`src/rtl/decoder_3to8.sv`:
```
// rtl/decoder_3to8.sv - registered 3-to-8 one-hot decoder with enable
module decoder_3to8 (
  input  logic       clk,
  input  logic       rst_n,
  input  logic       en,
  input  logic [2:0] A,
  output logic [7:0] D,
  output logic       valid
);

  logic [7:0] d_next;

  // An unknown select falls through to default so D can never go multi-hot.
  always_comb begin
    d_next = 8'h00;
    if (en) begin
      case (A)
        3'd0:    d_next = 8'h01;
        3'd1:    d_next = 8'h02;
        3'd2:    d_next = 8'h04;
        3'd3:    d_next = 8'h08;
        3'd4:    d_next = 8'h10;
        3'd5:    d_next = 8'h20;
        3'd6:    d_next = 8'h40;
        3'd7:    d_next = 8'h80;
        default: d_next = 8'h00;
      endcase
    end
  end

  always_ff @(posedge clk) begin
    if (!rst_n) begin
      D     <= 8'h00;
      valid <= 1'b0;
    end else begin
      D     <= d_next;
      valid <= en;
    end
  end

endmodule

```
`config.mk`:
```
export PLATFORM = sky130hd
export DESIGN_NAME = decoder_3to8
export DESIGN_NICKNAME = d
export VERILOG_FILES = /design/src/rtl/decoder_3to8.sv
export SDC_FILE = /design/constraint.sdc
export NUM_CORES = 1
export LEC_CHECK = 0
export BUFFER_PORTS_ARGS = -buffer_cell sky130_fd_sc_hd__buf_2
export CAP_MARGIN = 5
export CORE_AREA = 2 2 39 41
export DETAILED_ROUTE_END_ITERATION = 10
export DIE_AREA = 0 0 41 43
export SYNTH_ARGS = -nofsm -noshare
export SYNTH_HDL_FRONTEND = slang
export SYNTH_SLANG_ARGS = --single-unit
```
`constraint.sdc`:
```
create_clock -name clk -period 0.8 [get_ports clk]
set_input_delay 0.2 -clock clk [delete_from_list [all_inputs] [get_ports clk]]
set_output_delay 0.2 -clock clk [all_outputs]
set_load 0.05 [all_outputs]
```
[After elaboration in Yosys (flattened, before gate mapping)]
Memories as Yosys holds them, arrays and structs flattened. A register that Yosys moved wholly into a read port is not among the register bits.
Cells that the tools add are included.
Storage, ports and cells
  logic and storage cells: 4
  RAM bits: 0
  bits in read-only memories: 64
  register bits after elaboration: 1
  memories: 1
  output and inout bits: 9
  bits in latches: 0
  bits of input ports: 6
Memories
  (no name shown): words 8, bits a word 8, rd ports 1, clocked after Yosys merged registers in 1, wr ports 0, RTL line 17  | case (A)
Cells by class
  $add $sub $neg: 0
  bitwise gates (word level): 0
  reductions and logical operators: 2
  magnitude comparators: 0
  div/mod/pow operators: 0
  muxes and demuxes: 0
  multipliers: 0
  shift-type cells: 0
  eq/ne operators: 0
Operator list (number)
  AND reduction 2 bit: 1
  logical NOT 1 bit: 1

[Longest topological paths before layout]
Gate-level depths: netlist (run 1).
  word-level depth: 2
  gate-level depth with buffers: 2
  gate-level depth less buffers: 2

[Worst setup path after synthesis (run 1)]
No wires, ideal clock.
  path type: register -> output
  start: reg D[0]
  end: out D[0]
  arrival: 0.587 ns
  required time: 0.600 ns
  path buffers: 0
  cell stages (with the launch flop): 1
  slack: 0.013 ns
  path through: dfxtp_1
RTL lines
  start, declared: RTL line 7  | output logic [7:0] D,
No word-level cell between the ends.

[Final worst setup path (run 1)]
  start: reg D[5]
  end: out D[5]
No word-level cell between the ends.

==> results of run 1 <==
## layer usage
| layer | vias to the layer above | track usage (%) | share of wire [%] |
|---|---|---|---|
| li1 | 109 | - | - |
| met1 | 81 | 8.14 | 39 |
| met2 | 12 | 8.13 | 47 |
| met3 | 2 | 1.57 | 10 |
| met4 | 0 | 14.0 | 4.1 |
| met5 | - | 0 | 0 |
## Yosys cell counts
| library cell | n | area, um^2 |
|---|---|---|
| nand2_1 | 1 | 3.75 |
| nor3_2 | 2 | 20.0 |
| nor2_1 | 6 | 22.5 |
| nand2b_1 | 2 | 12.5 |
| dfxtp_1 | 9 | 180 |
| nand3_2 | 1 | 10.0 |
| nand3b_4 | 1 | 20.0 |
| and2_2 | 1 | 7.51 |
## sequential cells by signal (all words and copies together) (netlist names)
| name | count |
|---|---|
| D | 8 |
| valid | 1 |
## worst paths after layout
check,end,slack [ns],cells past startpoint
setup / recovery,D[5],-0.13,1
hold / removal,D[0],0.16,2
## per-stage QoR
| step | total power [uW] | hold slack, ns |
|---|---|---|
| global placement | 560 | 0.441 |
| CTS | 920 | 0.153 |
| detailed placement | 560 | 0.436 |
| floorplan | 524 | 0.269 |
| global route | 977 | 0.158 |
| finish | 909 | 0.164 |
## cell usage in the layout, fill, tap and decap left out, drive strengths merged
cell type / Yosys / layout
buf: 0 / 14
dfxtp: 9 / 9
nor2: 6 / 6
clkbuf: 0 / 4
nand2b: 2 / 2
nor3: 2 / 2
nand3: 1 / 1
nand2: 1 / 1
nand3b: 1 / 1
and2: 1 / 1
## timing repair
action | 4_1_cts | 5_1_grt
resized for setup | 30 | 6
endpoints found under the hold margin | 0 | 0
endpoints found under the setup margin | 9 | 9
## area by class of cell
type	instances	area (um^2)	share of cell area, %
sequential	9	191	38.7
timing repair buffer	14	160	32.4
clock buffer	4	26.3	5.32
tap	16	20.0	4.05
multi-input combinational	14	96.3	19.5
## power breakdown
part / internal (uW) / leakage, uW / total [uW] / switching [uW]
clock: 191 / 0.0000150 / 336 / 145
sequential: 459 / 0.0000773 / 465 / 5.64
combinational: 45.9 / 0.000124 / 108 / 62.3
total: 697 / 0.000216 / 909 / 213
## cells by family after synthesis
kind of cell     count (synthesis)  share of synthesized area (%)
and+or+nand+nor                 14                           34.8
DFF                              9                           65.2
==> summary.txt, run 1 <==
Run status
  – Status: complete, but fails checks
  – Failing checks: negative setup slack

Route
  – DR iter-0 viols: 3
  – First drt pass iteration count: 2
  – DR WL/cell: a little over 8 um
  – Vias: between 200 and 250
  – # DRC: 0
  – Via-per-instance ratio: ~3.6
  – Total Routed Length: around 470 um
  – Antenna Nets Post-Route: 0

Finish
  – Fillers: approximately 140
  – Synth-to-Final Area Change: 78.7%
  – Nets: 48
  – Design area: 494 um^2
  – Diodes inserted: 0
  – Layout Cells excl Fill: 57
  – Post-Route Utilization: approximately 36%
  – Layout cell share with drive strength beyond 1: 75.6%

Critical path
  – Buffer and inverter count on the worst path: 1
  – Slowest CP cell: dfxtp_2
  – Worst setup EP type: primary output
  – CP Launch Point: D[5]
  – Setup CP Type: reg -> out
  – Crit-path leading delay family: flip-flops
  – Critical path peak fanout: 1
  – Data arrival, critical path: ~0.73 ns
  – Worst endpoint required time: about 0.60 ns
  – Crit-path cells: buf_8
  – Worst stage delay on the critical path: between 0.3 and 0.4 ns
  – CP Launch Type: register

Die
  – Ports: 15
  – Core footprint: 0.00138 mm^2
  – Die width: just over 40 um
  – Initial Util: around 20%
  – Num rows: 14
  – Die footprint: 0.00176 mm^2
  – Die extent in y: 43 um

Place
  – Inst Count DP: 53
  – Routability Congestion: between 0.6 and 0.7
  – DP Area: 367 um^2
  – Pre-CTS setup slack: about 0.046 ns
  – Buffers on Ports: 14
  – Half-perimeter wire length after placement: 375 um

Pwr
  – Leak: between 0.0002 and 0.00025 uW
  – Worst vdd ir: roughly 630 uV
  – Pwr dens: around 1800 mW/mm^2

Worst hold path
  – Hold Crit Class: in -> reg
  – HP Start: A[0]

STA
  – Achievable frequency: around 1.1 GHz
  – Worst slew pin tran: 0.117 ns
  – Final worst path period share: 116%
  – Hold Vio Cnt, Final: 0
  – Slew Viols, Final: 0
  – Final setup vio count: 9
  – Final worst slack: -0.126 ns
  – Total negative setup slack: -1.07 ns
  – Minimum clock period: 0.926 ns
  – Max-slew headroom: approximately 92%
  – RSZ-0062 raised after global routing: yes

Global route
  – GRT Total Usage: roughly 7.6%
  – Vias in the first global route: 188
  – Grt ovf: 0
  – Initial antenna violation count: 0
  – First-pass GRT wire length: ~730 um
  – Largest net degree at the start of global routing: 6

Yosys
  – Post-Syn Instances: 23
  – Seq/Total Area, Yosys: about two thirds
  – Syn avg cell area: ~12 um^2
  – Yosys Warn Count: 0
  – Yosys reg bits: 9
  – Yosys cell types: 8
  – Mapped Area: approximately 280 um^2
  – Syn nets: 29

CTS
  – CTS buffer count: 3
  – # Post-CTS Setup Buffers: 0
  – Clock sinks: 9
  – CTS H-tree lvls: 1
  – Clock-pin slew on the worst setup and hold paths: 0.06 ns
  – CTS tree: yes
  – Maximum root-to-sink buffer count: 2
  – Hold-fix buffers at CTS: 0
  – Root Driver: clkbuf_4

Flow run
  – Max Cap Violations: 0
No activity file was read; power rests on OpenSTA's default activity.
==> run 2, diff against run 1 <==
Settings changed: BUFFER_PORTS_ARGS -buffer_cell sky130_fd_sc_hd__buf_2 to -buffer_cell sky130_fd_sc_hd__buf_4, CELL_PAD_IN_SITES_DETAIL_PLACEMENT set to 0, CELL_PAD_IN_SITES_GLOBAL_PLACEMENT set to 1, PLACE_DENSITY_LB_ADDON set to 0.1.
==> run 2 against run 1 <==
- the flow still finishes with violations (negative setup slack)
- core utilization grew 0.36 points
- sequential share of layout area fell by 0.39 points
- critical path depth did not move
- clock power grew 2%
- clock-buffer cell count unchanged
- critical path type unchanged
==> summary.txt, run 2 (synthesized netlist as in run 1, its figures left out) <==
Run status
  – Status: complete, but fails checks
  – Failing checks: negative setup slack

Pwr
  – Switch share: 23.9% (+0.54 points)
  – Worst vdd ir: 709 uV (+12%)
  – Flop pwr share: 50.3% (-0.8 points)
  – Switching power: 221 uW (+4.0%)
  – Pwr dens: 1850 mW/mm^2 (+0.61%)
  – Leak: 0.000219 uW (+1.0%)
  – Clk network pwr share: 37.3% (+0.3 points)
  – Int Power: 703 uW (+0.91%)
  – Logic pwr share: 12.4% (+0.5 points)

Critical path
  – CP Launch Point: D[4]
  – Setup CP Type: reg -> out
  – Crit-path leading delay family: flip-flops
  – Worst setup EP type: primary output
  – Worst endpoint required time: 0.60 ns (about the same)
  – Crit-path cells: buf_8
  – Critical path peak fanout: 1 (unchanged)
  – CP Launch Type: register
  – Worst stage delay on the critical path: 0.33 ns (about the same)
  – Data arrival, critical path: 0.73 ns (about the same)
  – Slowest CP cell: dfxtp_2
  – Buffer and inverter count on the worst path: 1 (unchanged)

Global route
  – GRT Total Usage: 7.25% (-0.31 points)
  – Grt ovf: 0 (unchanged)
  – Largest net degree at the start of global routing: 6 (unchanged)
  – First-pass GRT wire length: 793 um (+8.5%)
  – Vias in the first global route: 208 (+11%)
  – Initial antenna violation count: 0 (unchanged)

Route
  – Vias: 206 (+0.98%)
  – DR iter-0 viols: 2 (-1)
  – Via-per-instance ratio: 3.61 (+0.98%)
  – Antenna Nets Post-Route: 0 (unchanged)
  – # DRC: 0 (unchanged)
  – First drt pass iteration count: 3 (+1)
  – DR WL/cell: 9.05 um (+10%)
  – Total Routed Length: 516 um (+10%)

CTS
  – CTS tree: yes
  – # Post-CTS Setup Buffers: 0 (unchanged)
  – Maximum root-to-sink buffer count: 2 (unchanged)
  – CTS buffer count: 3 (unchanged)
  – Root Driver: clkbuf_4
  – Clock-pin slew on the worst setup and hold paths: 0.06 ns (about the same)
  – CTS H-tree lvls: 1 (unchanged)
  – Clock sinks: 9 (unchanged)

Finish
  – Commonest non-fill, non-tap cell in the layout: dfxtp_2
  – Synth-to-Final Area Change: 80.5%
  – Layout cell share with drive strength beyond 1: 75.6% (unchanged)
  – Nets: 48 (unchanged)
  – Largest regs: D x8, valid x1
  – Diodes inserted: 0 (unchanged)
  – Top reg by flops: D
  – Post-Route Utilization: 36.1% (+0.36 points)
  – Fillers: 151 (+10%)
  – Layout Cells excl Fill: 57 (unchanged)
  – Max reg flops: 8 (unchanged)
  – Commonest cells after routing, fill and taps aside: dfxtp_2 (9), buf_8 (7), nor2_1 (6)

Die
  – Die extent in y: 43 um (unchanged)
  – Die footprint: 0.00176 mm^2 (unchanged)
  – Core footprint: 0.00138 mm^2 (unchanged)
  – Num rows: 14 (unchanged)
  – Initial Util: 20.0% (unchanged)
  – Die width: 41 um (unchanged)
  – Ports: 15 (unchanged)

STA
  – Worst slew pin tran: 0.107 ns (-0.0100 ns)
  – Hold Vio Cnt, Final: 0 (unchanged)
  – Final worst slack: -0.128 ns (-0.00199 ns)
  – Minimum clock period: 0.928 ns (+0.00199 ns)
  – RSZ-0062 raised after global routing: yes
  – Total negative setup slack: -1.09 ns (-0.0173 ns)
  – Final setup vio count: 9 (unchanged)
  – Max-slew headroom: 92.8% (+0.67 points)
  – WHS: 0.131 ns (-0.0329 ns)
  – Slew Viols, Final: 0 (unchanged)
  – Final worst path period share: 116% (+0.25 points)
  – Achievable frequency: 1.08 GHz (-0.21%)

Place
  – Inst Count DP: 53 (unchanged)
  – Routability Congestion: 0.654 (+3.2%)
  – Buffers on Ports: 14 (unchanged)

Flow run
  – Max Cap Violations: 0 (unchanged)

Worst hold path
  – HP Start: A[0]
  – Hold Crit Class: in -> reg
-- run 2: repair_timing --
action,CTS,global route
hold buffers,0,0
pin swaps,0,0
resized for setup,22,3
setup endpoints to repair,9,9
hold endpoints to repair,0,0
-- run 2: power by group through the flow --
stage	clock [uW]	sequential [uW]	combinational, uW
6_report	344	465	115
5_1_grt	379	465	122
4_1_cts	355	464	114
3_5_place_dp	0	470	104
3_3_place_gp	0	470	104
2_1_floorplan	0	503	21.0
-- run 2: final timing paths --
kind	to	cells past startpoint
max	D[4]	1
min	D[0]	2
-- run 2: cell type report --
cell class | count | area, um^2 | area share, %
clock buffers | 4 | 26.3 | 5.26
multi-input cells | 14 | 96.3 | 19.3
flip-flops and latches | 9 | 191 | 38.3
well taps | 16 | 20.0 | 4.01
repair buffers | 14 | 165 | 33.1
-- run 2: metrics by stage --
step	power [uW]	area, um^2	worst slack, ns
after CTS	933	488	-0.135
after floorplan	524	277	0.0127
after global placement	573	402	0.126
after detailed placement	574	402	0.118
final	924	499	-0.128
after global routing	966	499	-0.150
-- run 2: metal layers --
| layer | GRT usage, % | share of wire [%] | wire (um) | up-vias |
|---|---|---|---|---|
| li1 | - | - | - | 108 |
| met1 | 8.12 | 39 | 202 | 88 |
| met2 | 9.06 | 52 | 267 | 8 |
| met3 | 3.14 | 8.1 | 42 | 2 |
| met4 | 8.00 | 0.78 | 4 | 0 |
| met5 | 0 | 0 | 0 | - |
==> run 3, diff against run 2 <==
Settings changed: RECOVER_POWER set to 50.
==> run 3 against run 2 <==
- die area stayed put
- clock power hardly changed
- combinational power is 8% lower
- critical path depth stayed put
- first-iteration DRC count is 50% lower
- the run still ends with negative setup slack left
- core utilization is 1.5 points lower
- hold slack better by 0.0019 ns
- critical path type unchanged
- maximum frequency hardly changed
- critical endpoint unchanged
- global-route usage stayed put
- design area is 4.3% lower
- sequential share of layout area is 1.7 points higher
- via count is 1.5% higher
==> summary.txt, run 3 (synthesized netlist as in run 1, its figures left out) <==
Flow run
  – Max Cap Violations: 0 (unchanged)

Route
  – Met3 wire length: 42 um (unchanged)
  – Max layer used: met4
  – DR WL/cell: 9.14 um (+0.97%)
  – Vias: 209 (+1.5%)
  – Metal2 WL: 269 um (+0.75%)
  – Total Routed Length: 521 um (+0.97%)
  – DR iter-0 viols: 1 (-1)
  – Antenna Nets Post-Route: 0 (unchanged)
  – # DRC: 0 (unchanged)
  – Via-per-instance ratio: 3.67 (+1.5%)
  – First drt pass iteration count: 2 (-1)
  – M1 WL: 205 um (+1.5%)

Die
  – Die extent in y: 43 um (unchanged)
  – Initial Util: 20.0% (unchanged)
  – Die width: 41 um (unchanged)
  – Num rows: 14 (unchanged)
  – Die footprint: 0.00176 mm^2 (unchanged)
  – Ports: 15 (unchanged)
  – Core footprint: 0.00138 mm^2 (unchanged)

STA
  – WHS: 0.133 ns (+0.00191 ns)
  – Final setup vio count: 9 (unchanged)
  – Achievable frequency: 1.08 GHz (about the same)
  – Worst slew pin tran: 0.202 ns (+0.0953 ns)
  – Total negative setup slack: -1.09 ns (+0.00212 ns)
  – Slew Viols, Final: 0 (unchanged)
  – Hold Vio Cnt, Final: 0 (unchanged)
  – Final worst path period share: 116% (about the same)
  – Final worst slack: -0.128 ns (+0.000664 ns)
  – RSZ-0062 raised after global routing: yes
  – Max-slew headroom: 86.5% (-6.4 points)
  – Minimum clock period: 0.928 ns (-0.000664 ns)

Pwr
  – Pwr dens: 1910 mW/mm^2 (+3.2%)
  – Leak: 0.000200 uW (-8.5%)
  – Worst vdd ir: 738 uV (+4.0%)
  – Total chip power: 913 uW (-1.2%)

Finish
  – Synth-to-Final Area Change: 72.9%
  – Max reg flops: 8 (unchanged)
  – Flip-flop and latch area: 191 um^2 (unchanged)
  – Nets: 48 (unchanged)
  – Fillers: 156 (+3.3%)
  – Layout cell share with drive strength beyond 1: 68.3% (-7.3 points)
  – Largest regs: D x8, valid x1
  – Top reg by flops: D
  – Diodes inserted: 0 (unchanged)
  – Commonest non-fill, non-tap cell in the layout: dfxtp_2
  – Layout Cells excl Fill: 57 (unchanged)
  – Area of the multi-input gates: 78.8 um^2 (-18%)
  – Commonest cells after routing, fill and taps aside: dfxtp_2 (9), buf_8 (7), nor2_1 (6)

Global route
  – Grt ovf: 0 (unchanged)
  – Initial antenna violation count: 0 (unchanged)
  – First-pass GRT wire length: 793 um (unchanged)
  – GRT Total Usage: 7.25% (unchanged)
  – Vias in the first global route: 208 (unchanged)
  – Largest net degree at the start of global routing: 6 (unchanged)

CTS
  – Clock-pin slew on the worst setup and hold paths: 0.06 ns (about the same)
  – CTS tree: yes
  – Maximum root-to-sink buffer count: 2 (unchanged)
  – # Post-CTS Setup Buffers: 0 (unchanged)
  – CTS H-tree lvls: 1 (unchanged)
  – CTS buffer count: 3 (unchanged)
  – Root Driver: clkbuf_4
  – Clock sinks: 9 (unchanged)

Critical path
  – Slowest CP cell: dfxtp_2
  – Crit-path leading delay family: flip-flops
  – Worst setup EP type: primary output
  – Data arrival, critical path: 0.73 ns (about the same)
  – Critical path peak fanout: 1 (unchanged)
  – Buffer and inverter count on the worst path: 1 (unchanged)
  – Setup CP Type: reg -> out
  – CP Launch Type: register
  – Crit-path cells: buf_8
  – Worst stage delay on the critical path: 0.33 ns (about the same)
  – Worst endpoint required time: 0.60 ns (about the same)

Place
  – Routability Congestion: 0.654 (unchanged)
  – Inst Count DP: 53 (unchanged)
  – Pre-CTS setup slack: 0.118 ns (unchanged)
  – Buffers on Ports: 14 (unchanged)

Run status
  – Status: complete, but fails checks
  – Failing checks: negative setup slack

Worst hold path
  – Hold Crit Class: in -> reg
==> run 3: final cells by class <==
| cell class | instances | share of cell area (%) |
|---|---|---|
| Timing Repair Buffer | 14 | 33.8 |
| Tap cell | 16 | 4.19 |
| Clock buffer | 4 | 5.50 |
| Multi-Input combinational cell | 14 | 16.5 |
| Sequential cell | 9 | 40.1 |
==> run 3: power by group <==
| group | internal (uW) | switching, uW | total, uW | leakage (uW) |
|---|---|---|---|---|
| Clock | 192 | 151 | 343 | 0.0000150 |
| Sequential | 459 | 5.36 | 465 | 0.0000773 |
| Combinational | 46.0 | 59.5 | 106 | 0.000108 |
| Total | 697 | 216 | 913 | 0.000200 |
==> run 3: worst paths after layout <==
path  from  slack [ns]  endpoint  cells past startpoint
min   A[0]        0.13      D[0]                      2
max   D[4]       -0.13      D[4]                      1
==> run 3: layer usage <==
metal | vias up | global-route usage [%]
li1 | 109 | -
met5 | - | 0
met4 | 0 | 8.00
met3 | 2 | 3.14
met1 | 90 | 8.12
met2 | 8 | 9.06
==> run 3: stage by stage <==
step	cell area [um^2]	utilization, %
floorplan	277	-
global placement	402	29.0
detailed placement	402	29.0
CTS	488	35.3
global route	478	34.5
finish	478	34.5
==> run 3: what timing repair did <==
item / in CTS / in global routing
hold buffers: 0 / 0
gates resized for setup: 22 / 3
endpoints found under the setup margin: 9 / 9
